--- src/rtl/fetch_seq_pkg.sv ---
// fetch_seq_pkg
//   Shared definitions for the fetch sequencer: FSM state encoding and the
//   default values of the PC reset value, sequential step and interrupt vector.
package fetch_seq_pkg;

   typedef enum logic [1:0] {
      ST_IDLE = 2'd0,
      ST_REQ  = 2'd1,
      ST_WAIT = 2'd2,
      ST_HALT = 2'd3
   } fetch_state_e;

   localparam logic [31:0] DEF_RESET_PC   = 32'h0000_0000;
   localparam logic [31:0] DEF_PC_INC     = 32'h0000_0001;
   localparam logic [31:0] DEF_IRQ_VECTOR = 32'h0000_0040;

endpackage

--- src/rtl/fetch_pc_reg.sv ---
// fetch_pc_reg
//   Program counter register. A load takes precedence over an increment;
//   the increment wraps modulo 2^ADDR_W.
//
//   clk_i        clock, rising edge
//   rst_n_i      asynchronous active-low reset (pc_o <= RESET_PC)
//   load_en_i    load load_val_i into the PC
//   load_val_i   value to load
//   inc_en_i     advance the PC by PC_INC
//   pc_o         current PC
module fetch_pc_reg #(
   parameter int unsigned           ADDR_W   = 32,
   parameter logic [ADDR_W-1:0]     RESET_PC = '0,
   parameter logic [ADDR_W-1:0]     PC_INC   = 1
) (
   input  logic              clk_i,
   input  logic              rst_n_i,
   input  logic              load_en_i,
   input  logic [ADDR_W-1:0] load_val_i,
   input  logic              inc_en_i,
   output logic [ADDR_W-1:0] pc_o
);

   logic [ADDR_W-1:0] pc_q;
   logic [ADDR_W-1:0] pc_d;

   always_comb begin
      pc_d = pc_q;
      if (load_en_i) begin
         pc_d = load_val_i;
      end else if (inc_en_i) begin
         pc_d = pc_q + PC_INC;
      end
   end

   always_ff @(posedge clk_i or negedge rst_n_i) begin
      if (!rst_n_i) begin
         pc_q <= RESET_PC;
      end else begin
         pc_q <= pc_d;
      end
   end

   assign pc_o = pc_q;

endmodule

--- src/rtl/fetch_sequencer.sv ---
// fetch_sequencer
//   Instruction fetch sequencer with at most one outstanding memory
//   transaction. Handles branch redirects (dropping an in-flight response),
//   halt requests and, optionally, an interrupt redirect.
//
//   Optional feature macro: FETCH_SEQ_IRQ_EN (adds irq_i, irq_ack_o, epc_o
//   and the IRQ_VECTOR parameter).
//
//   clk_i / rst_n_i           clock / async active-low reset
//   hlt_i                     halt request (level)
//   br_taken_i, br_target_i   redirect strobe and target
//   imem_req_o, imem_addr_o   memory request and address
//   imem_gnt_i                request accepted
//   imem_rvalid_i, imem_rdata_i  response strobe and data
//   instr_valid_o, instr_o, instr_pc_o  delivered instruction (one-cycle pulse)
//   pc_out_o                  current PC
//   halted_o                  sequencer is in HALT
//   irq_i, irq_ack_o, epc_o   interrupt request / acknowledge / saved PC
//
//   state | meaning
//   IDLE  | one cycle after reset release
//   REQ   | request asserted at pc_out_o, waiting for grant
//   WAIT  | granted, waiting for the response
//   HALT  | stopped, no requests, PC frozen
module fetch_sequencer
   import fetch_seq_pkg::*;
#(
   parameter int unsigned       ADDR_W     = 32,
   parameter logic [ADDR_W-1:0] RESET_PC   = ADDR_W'(DEF_RESET_PC),
   parameter logic [ADDR_W-1:0] PC_INC     = ADDR_W'(DEF_PC_INC)
`ifdef FETCH_SEQ_IRQ_EN
   ,
   parameter logic [ADDR_W-1:0] IRQ_VECTOR = ADDR_W'(DEF_IRQ_VECTOR)
`endif
) (
   input  logic              clk_i,
   input  logic              rst_n_i,
   input  logic              hlt_i,
   input  logic              br_taken_i,
   input  logic [ADDR_W-1:0] br_target_i,
   output logic              imem_req_o,
   output logic [ADDR_W-1:0] imem_addr_o,
   input  logic              imem_gnt_i,
   input  logic              imem_rvalid_i,
   input  logic [31:0]       imem_rdata_i,
   output logic              instr_valid_o,
   output logic [31:0]       instr_o,
   output logic [ADDR_W-1:0] instr_pc_o,
   output logic [ADDR_W-1:0] pc_out_o,
   output logic              halted_o
`ifdef FETCH_SEQ_IRQ_EN
   ,
   input  logic              irq_i,
   output logic              irq_ack_o,
   output logic [ADDR_W-1:0] epc_o
`endif
);

   fetch_state_e      state_q, state_d;
   logic              drop_q, drop_d;
   logic              ivalid_q, ivalid_d;
   logic [31:0]       instr_q, instr_d;
   logic [ADDR_W-1:0] ipc_q, ipc_d;
   logic              pc_load, pc_inc;
   logic [ADDR_W-1:0] pc_load_val;
   logic [ADDR_W-1:0] pc;
   logic              irq_take;
   logic              gnt;

`ifdef FETCH_SEQ_IRQ_EN
   logic              irq_ack_q, irq_ack_d;
   logic [ADDR_W-1:0] epc_q, epc_d;
   // A branch outranks the interrupt, so only an unbranched IRQ is taken.
   assign irq_take = irq_i && !br_taken_i;
`else
   assign irq_take = 1'b0;
`endif

   fetch_pc_reg #(
      .ADDR_W   (ADDR_W),
      .RESET_PC (RESET_PC),
      .PC_INC   (PC_INC)
   ) u_pc (
      .clk_i      (clk_i),
      .rst_n_i    (rst_n_i),
      .load_en_i  (pc_load),
      .load_val_i (pc_load_val),
      .inc_en_i   (pc_inc),
      .pc_o       (pc)
   );

   // Halt and interrupt are decided before a grant can be accepted, so the
   // request is withheld in those cycles.
   assign imem_req_o = (state_q == ST_REQ) && !hlt_i && !irq_take;
   assign gnt        = imem_req_o && imem_gnt_i;

   always_comb begin
      state_d     = state_q;
      drop_d      = drop_q;
      ivalid_d    = 1'b0;
      instr_d     = instr_q;
      ipc_d       = ipc_q;
      pc_load     = 1'b0;
      pc_inc      = 1'b0;
      pc_load_val = br_target_i;
`ifdef FETCH_SEQ_IRQ_EN
      irq_ack_d   = 1'b0;
      epc_d       = epc_q;
`endif
      unique case (state_q)
         ST_IDLE: begin
            state_d = ST_REQ;
         end
         ST_REQ: begin
            if (br_taken_i) begin
               pc_load = 1'b1;
               if (gnt) begin
                  drop_d  = 1'b1;
                  state_d = ST_WAIT;
               end
            end else if (irq_take) begin
`ifdef FETCH_SEQ_IRQ_EN
               pc_load     = 1'b1;
               pc_load_val = IRQ_VECTOR;
               epc_d       = pc;
               irq_ack_d   = 1'b1;
`endif
            end else if (hlt_i) begin
               state_d = ST_HALT;
            end else if (gnt) begin
               state_d = ST_WAIT;
            end
         end
         ST_WAIT: begin
            if (br_taken_i) begin
               pc_load = 1'b1;
               if (imem_rvalid_i) begin
                  drop_d  = 1'b0;
                  state_d = ST_REQ;
               end else begin
                  drop_d = 1'b1;
               end
            end else if (imem_rvalid_i) begin
               if (!drop_q) begin
                  ivalid_d = 1'b1;
                  instr_d  = imem_rdata_i;
                  ipc_d    = pc;
                  pc_inc   = 1'b1;
               end
               drop_d  = 1'b0;
               state_d = hlt_i ? ST_HALT : ST_REQ;
            end
         end
         ST_HALT: begin
            if (!hlt_i) begin
               state_d = ST_REQ;
            end
         end
         default: begin
            state_d = ST_IDLE;
         end
      endcase
   end

   always_ff @(posedge clk_i or negedge rst_n_i) begin
      if (!rst_n_i) begin
         state_q  <= ST_IDLE;
         drop_q   <= 1'b0;
         ivalid_q <= 1'b0;
         instr_q  <= '0;
         ipc_q    <= '0;
      end else begin
         state_q  <= state_d;
         drop_q   <= drop_d;
         ivalid_q <= ivalid_d;
         instr_q  <= instr_d;
         ipc_q    <= ipc_d;
      end
   end

`ifdef FETCH_SEQ_IRQ_EN
   always_ff @(posedge clk_i or negedge rst_n_i) begin
      if (!rst_n_i) begin
         irq_ack_q <= 1'b0;
         epc_q     <= '0;
      end else begin
         irq_ack_q <= irq_ack_d;
         epc_q     <= epc_d;
      end
   end

   assign irq_ack_o = irq_ack_q;
   assign epc_o     = epc_q;
`endif

   assign imem_addr_o   = pc;
   assign pc_out_o      = pc;
   assign instr_valid_o = ivalid_q;
   assign instr_o       = instr_q;
   assign instr_pc_o    = ipc_q;
   assign halted_o      = (state_q == ST_HALT);

endmodule

--- config.mk ---
export PLATFORM = sky130hd
export DESIGN_NAME = fetch_sequencer
export DESIGN_NICKNAME = d
export VERILOG_FILES = /design/src/rtl/fetch_seq_pkg.sv /design/src/rtl/fetch_pc_reg.sv /design/src/rtl/fetch_sequencer.sv
export SDC_FILE = /design/constraint.sdc
export NUM_CORES = 1
export LEC_CHECK = 0
export ABC_CLOCK_PERIOD_IN_PS = 5700
export BUFFER_PORTS_ARGS = -buffer_cell sky130_fd_sc_hd__buf_4
export CAP_MARGIN = 30
export CORE_UTILIZATION = 28
export DETAILED_ROUTE_END_ITERATION = 12
export PLACE_DENSITY_LB_ADDON = 0.1
export SYNTH_ARGS = -nofsm -noshare
export SYNTH_HDL_FRONTEND = slang
export SYNTH_HIERARCHICAL = 1
export SYNTH_SLANG_ARGS = --single-unit
--- constraint.sdc ---
create_clock -name clk_i -period 5.7 [get_ports clk_i]
set_input_delay 1.14 -clock clk_i [delete_from_list [all_inputs] [get_ports clk_i]]
set_output_delay 1.14 -clock clk_i [all_outputs]
set_load 0.01 [all_outputs]
==> Yosys cells after proc, flatten, opt, wreduce, memory -nomap -nowiden <==
Index checks and enable logic that the tools add are counted.
{ "op_classes": {"addsub": 1, "n_eq_ne": 8, "mux": 23, "bitwise": 2, "reduce_logical": 10} }
{ "op_table": {"columns": ["operator", "n"], "rows": [
  ["$mux 32", 2],
  ["$add 32x1->32 const B", 1],
  ["$mux 2", 8],
  ["$mux 1", 11],
  ["$ne 2x2->1 const B", 4],
  ["$pmux 2 s4", 1],
  ["$reduce_and 4->1", 2],
  ["$eq 2x2->1 const B", 2],
  ["$reduce_bool 2->1", 2],
  ["$ne 3x3->1 const B", 1],
  ["$eq 2x1->1 const B", 1],
  ["$logic_and 1x1->1", 2],
  ["$logic_not 2->1", 1],
  ["$not 1->1", 2],
  ["$pmux 1 s2", 1],
  ["$reduce_and 2->1", 1],
  ["$reduce_or 2->1", 1],
  ["$logic_not 1->1", 1]
]} }
{ "totals": {"regBits": 100, "out_inout_bits": 131} }

==> Depth between registers and ports, before layout <==
{ "logic_depth": {"ltp_word": 7, "ltp_mapped": 11, "mapped_depth_nobuf": 8} }

==> Modules after synthesis <==
Netlist, hierarchy kept.
{ "by_module_without_submodules": {"columns": ["module", "n_inst", "cells_per_inst", "area_each_um2", "seq_area_each_um2"], "rows": [
  ["fetch_sequencer", 1, 203, 2969.1, 1701.6],
  ["fetch_pc_reg", 1, 219, 1966.9, 800.8]
]} }

==> Least setup slack after synthesis <==
No wires, ideal clock.
{ "synth_path": {"kind": "input port to flip-flop", "startpoint": "input imem_rvalid_i", "endpoint": "register u_pc.pc_q[17] (netlist: u_pc/pc_o[17])", "arrival_time_ps": 2782, "t_required_ps": 5618, "slack_ps": 2836, "path_stages": 9, "path_buffers": 3, "cell_sequence": "nand2_1 -> nor3_2 -> buf_6 -> buf_6 -> and4_1 -> buf_6 -> nand4_4 -> or4_1 -> a31oi_1"} }
{ "synth_between": {"elab_chain_cells": 4} }
{ "synth_lines": {"columns": ["element", "line_no", "rtl"], "rows": [
  ["start: declaration", "fetch_sequencer.sv:44", "input logic imem_rvalid_i,"],
  ["$mux 1 (3 in a row)", null, null],
  ["net ivalid_d", "fetch_sequencer.sv:61", "logic ivalid_q, ivalid_d;"],
  ["$reduce_bool 2->1 (no source line)", null, null],
  ["end signal: assignment", "fetch_pc_reg.sv:40", "pc_q <= pc_d;"],
  ["end: declaration", "fetch_pc_reg.sv:24", "logic [ADDR_W-1:0] pc_q;"]
]} }
The timed path passes the listed nets, and every way through them passes these cells.
A chain may end at the register's enable or synchronous reset.

==> Worst setup path in the final report <==
{ "layout_path": {"startpoint": "input br_taken_i", "endpoint": "register u_pc.pc_q[27] (netlist: u_pc/pc_o[27])"} }
{ "layout_between": {"elab_chain_cells": 3} }
{ "layout_lines": {"columns": ["element", "line_no", "rtl"], "rows": [
  ["start: declaration", "fetch_sequencer.sv:39", "input logic br_taken_i,"],
  ["$mux 1 (on tied branches)", "fetch_sequencer.sv:115, fetch_sequencer.sv:135", null],
  ["$mux 1 (on tied branches)", null, null],
  ["$mux 32 / $reduce_bool 2->1 (equally long branches)", null, null]
]} }
Several ways; a longest one is shown, not always the timed one.

==> flow_summary.ini <==
[clock_tree]
clockRootBuffer = clkbuf_16
cts_made_buffers = 9
ctsHoldBuffers = 0
cts_buffer_depth = 2
post_cts_buffers = 0
postCtsResizedCells = 0
cts-htree-levels = 3
cts_tree = built
clock-sinks = 100
clock_latency_ns = 0.35
path_clk_slew_ns = 0.07

[yosys]
synth.most_common_cell = dfrtp_1
netlist_top_cells_area = dfrtp_1 51%, mux2_1 12%, buf_4 5.2%, mux2_2 2.3%, o21ai_0 2.1%
synth-edff-count = 0
ys_types = 51
synth_flop_cell = dfrtp_1
synthTopCellsByCount = 100 x dfrtp_1, 54 x mux2_1, 34 x buf_4
yosysSeqAreaShare = 0.507
yosys_warnings = 6
async_flop_share = 1.00
syn-instance-count = 422
synth_nets = 496
synth.top_cell.area_share = 0.507
ys_ff_latch = 100
syn-cell-area_sq_mm = 0.00494
synth_top_area_cell = dfrtp_1
synth.avg_cell_area_sq_um = 11.7

[route]
vias_per_cell = 4.74
drt_iter0_drc = 125
antenna_left = 0
drc = 0
dr.pass1.iters = 4
num_vias = 3862
wl_per_cell_um = 15.7
routed_wl_um = 12800

[pwr]
leakage_nw = 3.22
p_clk_frac = 0.217
power_frac_seq = 0.371
ir_drop_mv = 0.179
p_sw_w = 0.00133
power_frac_comb = 0.411
intPower_w = 0.00239
p_per_area_mw_per_mm2 = 551
switching_share = 0.358

[floorplan]
start_util = 0.286
top_level_ports = 201
die_h_um = 135
num_rows = 48
coreArea_sq_mm = 0.0172
design.die.area_sq_mm = 0.0182
die_x_um = 135

[layout]
drive_gt1_frac = 0.405
area_delta_synth_final_pct = 37.0
fin_nets = 659
antenna_cells = 0
fill_cells = 1703

[timing]
timing.hold.ws_ns = 0.489
relSlewSlack = 0.428
min_period_ns = 3.04
finalCritPeriodShare = 0.534
rsz0062_at_grt = no
skew_ns = 0.00671
hold_violations = 0
fmax_mhz = 329
setup-tns-final_ns = 0
setup_viol = 0
slew_viol_final = 0
worstMarginPinSlew_ns = 0.857

[global_routing]
grt_pass1_vias = 3875
grt_pass1_wl_um = 20500
grt_max_degree = 65
overflow = 0
antenna_found_initial = 0
grt_use_total = 0.147

[setup_path]
critPathLaunchType = input pin
path_cells = buf_4 -> nor3_4 -> and4_1 -> nand3_2 -> or4b_1 -> nand3_1
critPathKind = input pin to flop
cp.arrival_ns = 3.33
critPathRequiredTime_ns = 5.99
crit_path_max_incr_delay_ns = 0.59
critPathTopFamily = simple AND/OR/NAND/NOR gates
cp_max_fo = 12
cpMaxStageDelayCell = or4b_1
crit_path_end_kind = flop
crit_buf_inv = 1

[placement]
hpwl_um = 9140
port_buffers = 200
gp_congestion = 0.726

[worst_hold_path]
hold_path_class = flop to flop

[run_status]
status = finished clean

[flow_run]
drv_cap = 0
==> cell families after synthesis <==
logic type                 share of synthesized area
and+or+nand+nor                                0.146
xor gates and xnor gates                      0.0213
DFF                                            0.507
buffers and inverters                         0.0852
muxes                                          0.148
AOI/OAI and AO/OA                             0.0826
adders and majority gates                     0.0101
==> state kept, by name (all words and copies together) (netlist names) <==
name and count:
instr_valid_o 1, u_pc/pc_o 32, drop_q 1, instr_pc_o 32
instr_o 32, state_q 2
==> power by group through the flow <==
| stage | clock [W] | combinational [W] | sequential [W] |
|---|---|---|---|
| final | 0.000810 | 0.00153 | 0.00138 |
| after global routing | 0.000869 | 0.00169 | 0.00145 |
| after CTS | 0.000841 | 0.00156 | 0.00140 |
| after detailed placement | 0 | 0.00155 | 0.00141 |
| after global placement | 0 | 0.00154 | 0.00139 |
| after floorplan | 0 | 0.000762 | 0.00144 |
==> routing by layer <==
| layer | part of all wire | global-route usage | vias to the layer above |
|---|---|---|---|
| met5 | 0 | 0 | - |
| met4 | 0.017 | 0.0618 | 0 |
| met3 | 0.053 | 0.0259 | 12 |
| met2 | 0.48 | 0.243 | 130 |
| met1 | 0.45 | 0.189 | 1885 |
| li1 | - | - | 1835 |
==> metrics by stage <==
| step | total power (W) | util | area (sq um) | worst slack (ns) | cells |
|---|---|---|---|---|---|
| 6_report | 0.00372 | 0.392 | 6760 | 2.66 | 815 |
| 5_1_grt | 0.00401 | 0.392 | 6760 | 2.50 | 815 |
| 4_1_cts | 0.00379 | 0.392 | 6760 | 2.66 | 815 |
| 3_5_place_dp | 0.00296 | 0.369 | 6360 | 2.28 | 799 |
| 3_3_place_gp | 0.00293 | 0.369 | 6360 | 2.36 | 799 |
| 2_1_floorplan | 0.00220 | - | 4940 | 2.84 | 422 |
==> layout by cell type (no fill, tap or decap), types with 5 or more instances in the layout <==
master and n:
a31oi_1 15, nand2_1 26, xor2_1 10, o21ai_0 21
inv_1 8, dfrtp_1 100, nand4_1 14, nor2_1 17
or3_1 6, or4_1 12, nand3_1 10, o31ai_1 10
clkbuf_16 9, mux2_2 10, buf_4 203, mux2_1 54
bufinv_16 5
==> final timing paths <==
kind | start | endpoint | slack, ns | depth (start not counted)
worst max-delay path | br_taken_i | u_pc/pc_o[27] | 2.66 | 6
worst min-delay path | instr_pc_o[18] | instr_pc_o[18] | 0.49 | 1
worst max register to register | state_q[0] | u_pc/pc_o[27] | 2.73 | 8
worst min register to register | instr_pc_o[18] | instr_pc_o[18] | 0.49 | 1
max in group asynchronous | rst_n_i | instr_pc_o[29] | 3.77 | 2
min in group asynchronous | rst_n_i | instr_o[20] | 0.89 | 1
==> cell type report <==
| cell class | instances | area (sq um) | share of cell area |
|---|---|---|---|
| clock buffer | 10 | 239 | 0.0353 |
| clock inverter | 6 | 159 | 0.0235 |
| inverter | 8 | 30.0 | 0.00444 |
| multi-input combinational | 263 | 2030 | 0.300 |
| sequential | 100 | 2500 | 0.370 |
| tap | 225 | 282 | 0.0416 |
| timing repair buffer | 203 | 1520 | 0.225 |
No activity file was read; power rests on OpenSTA's default activity.
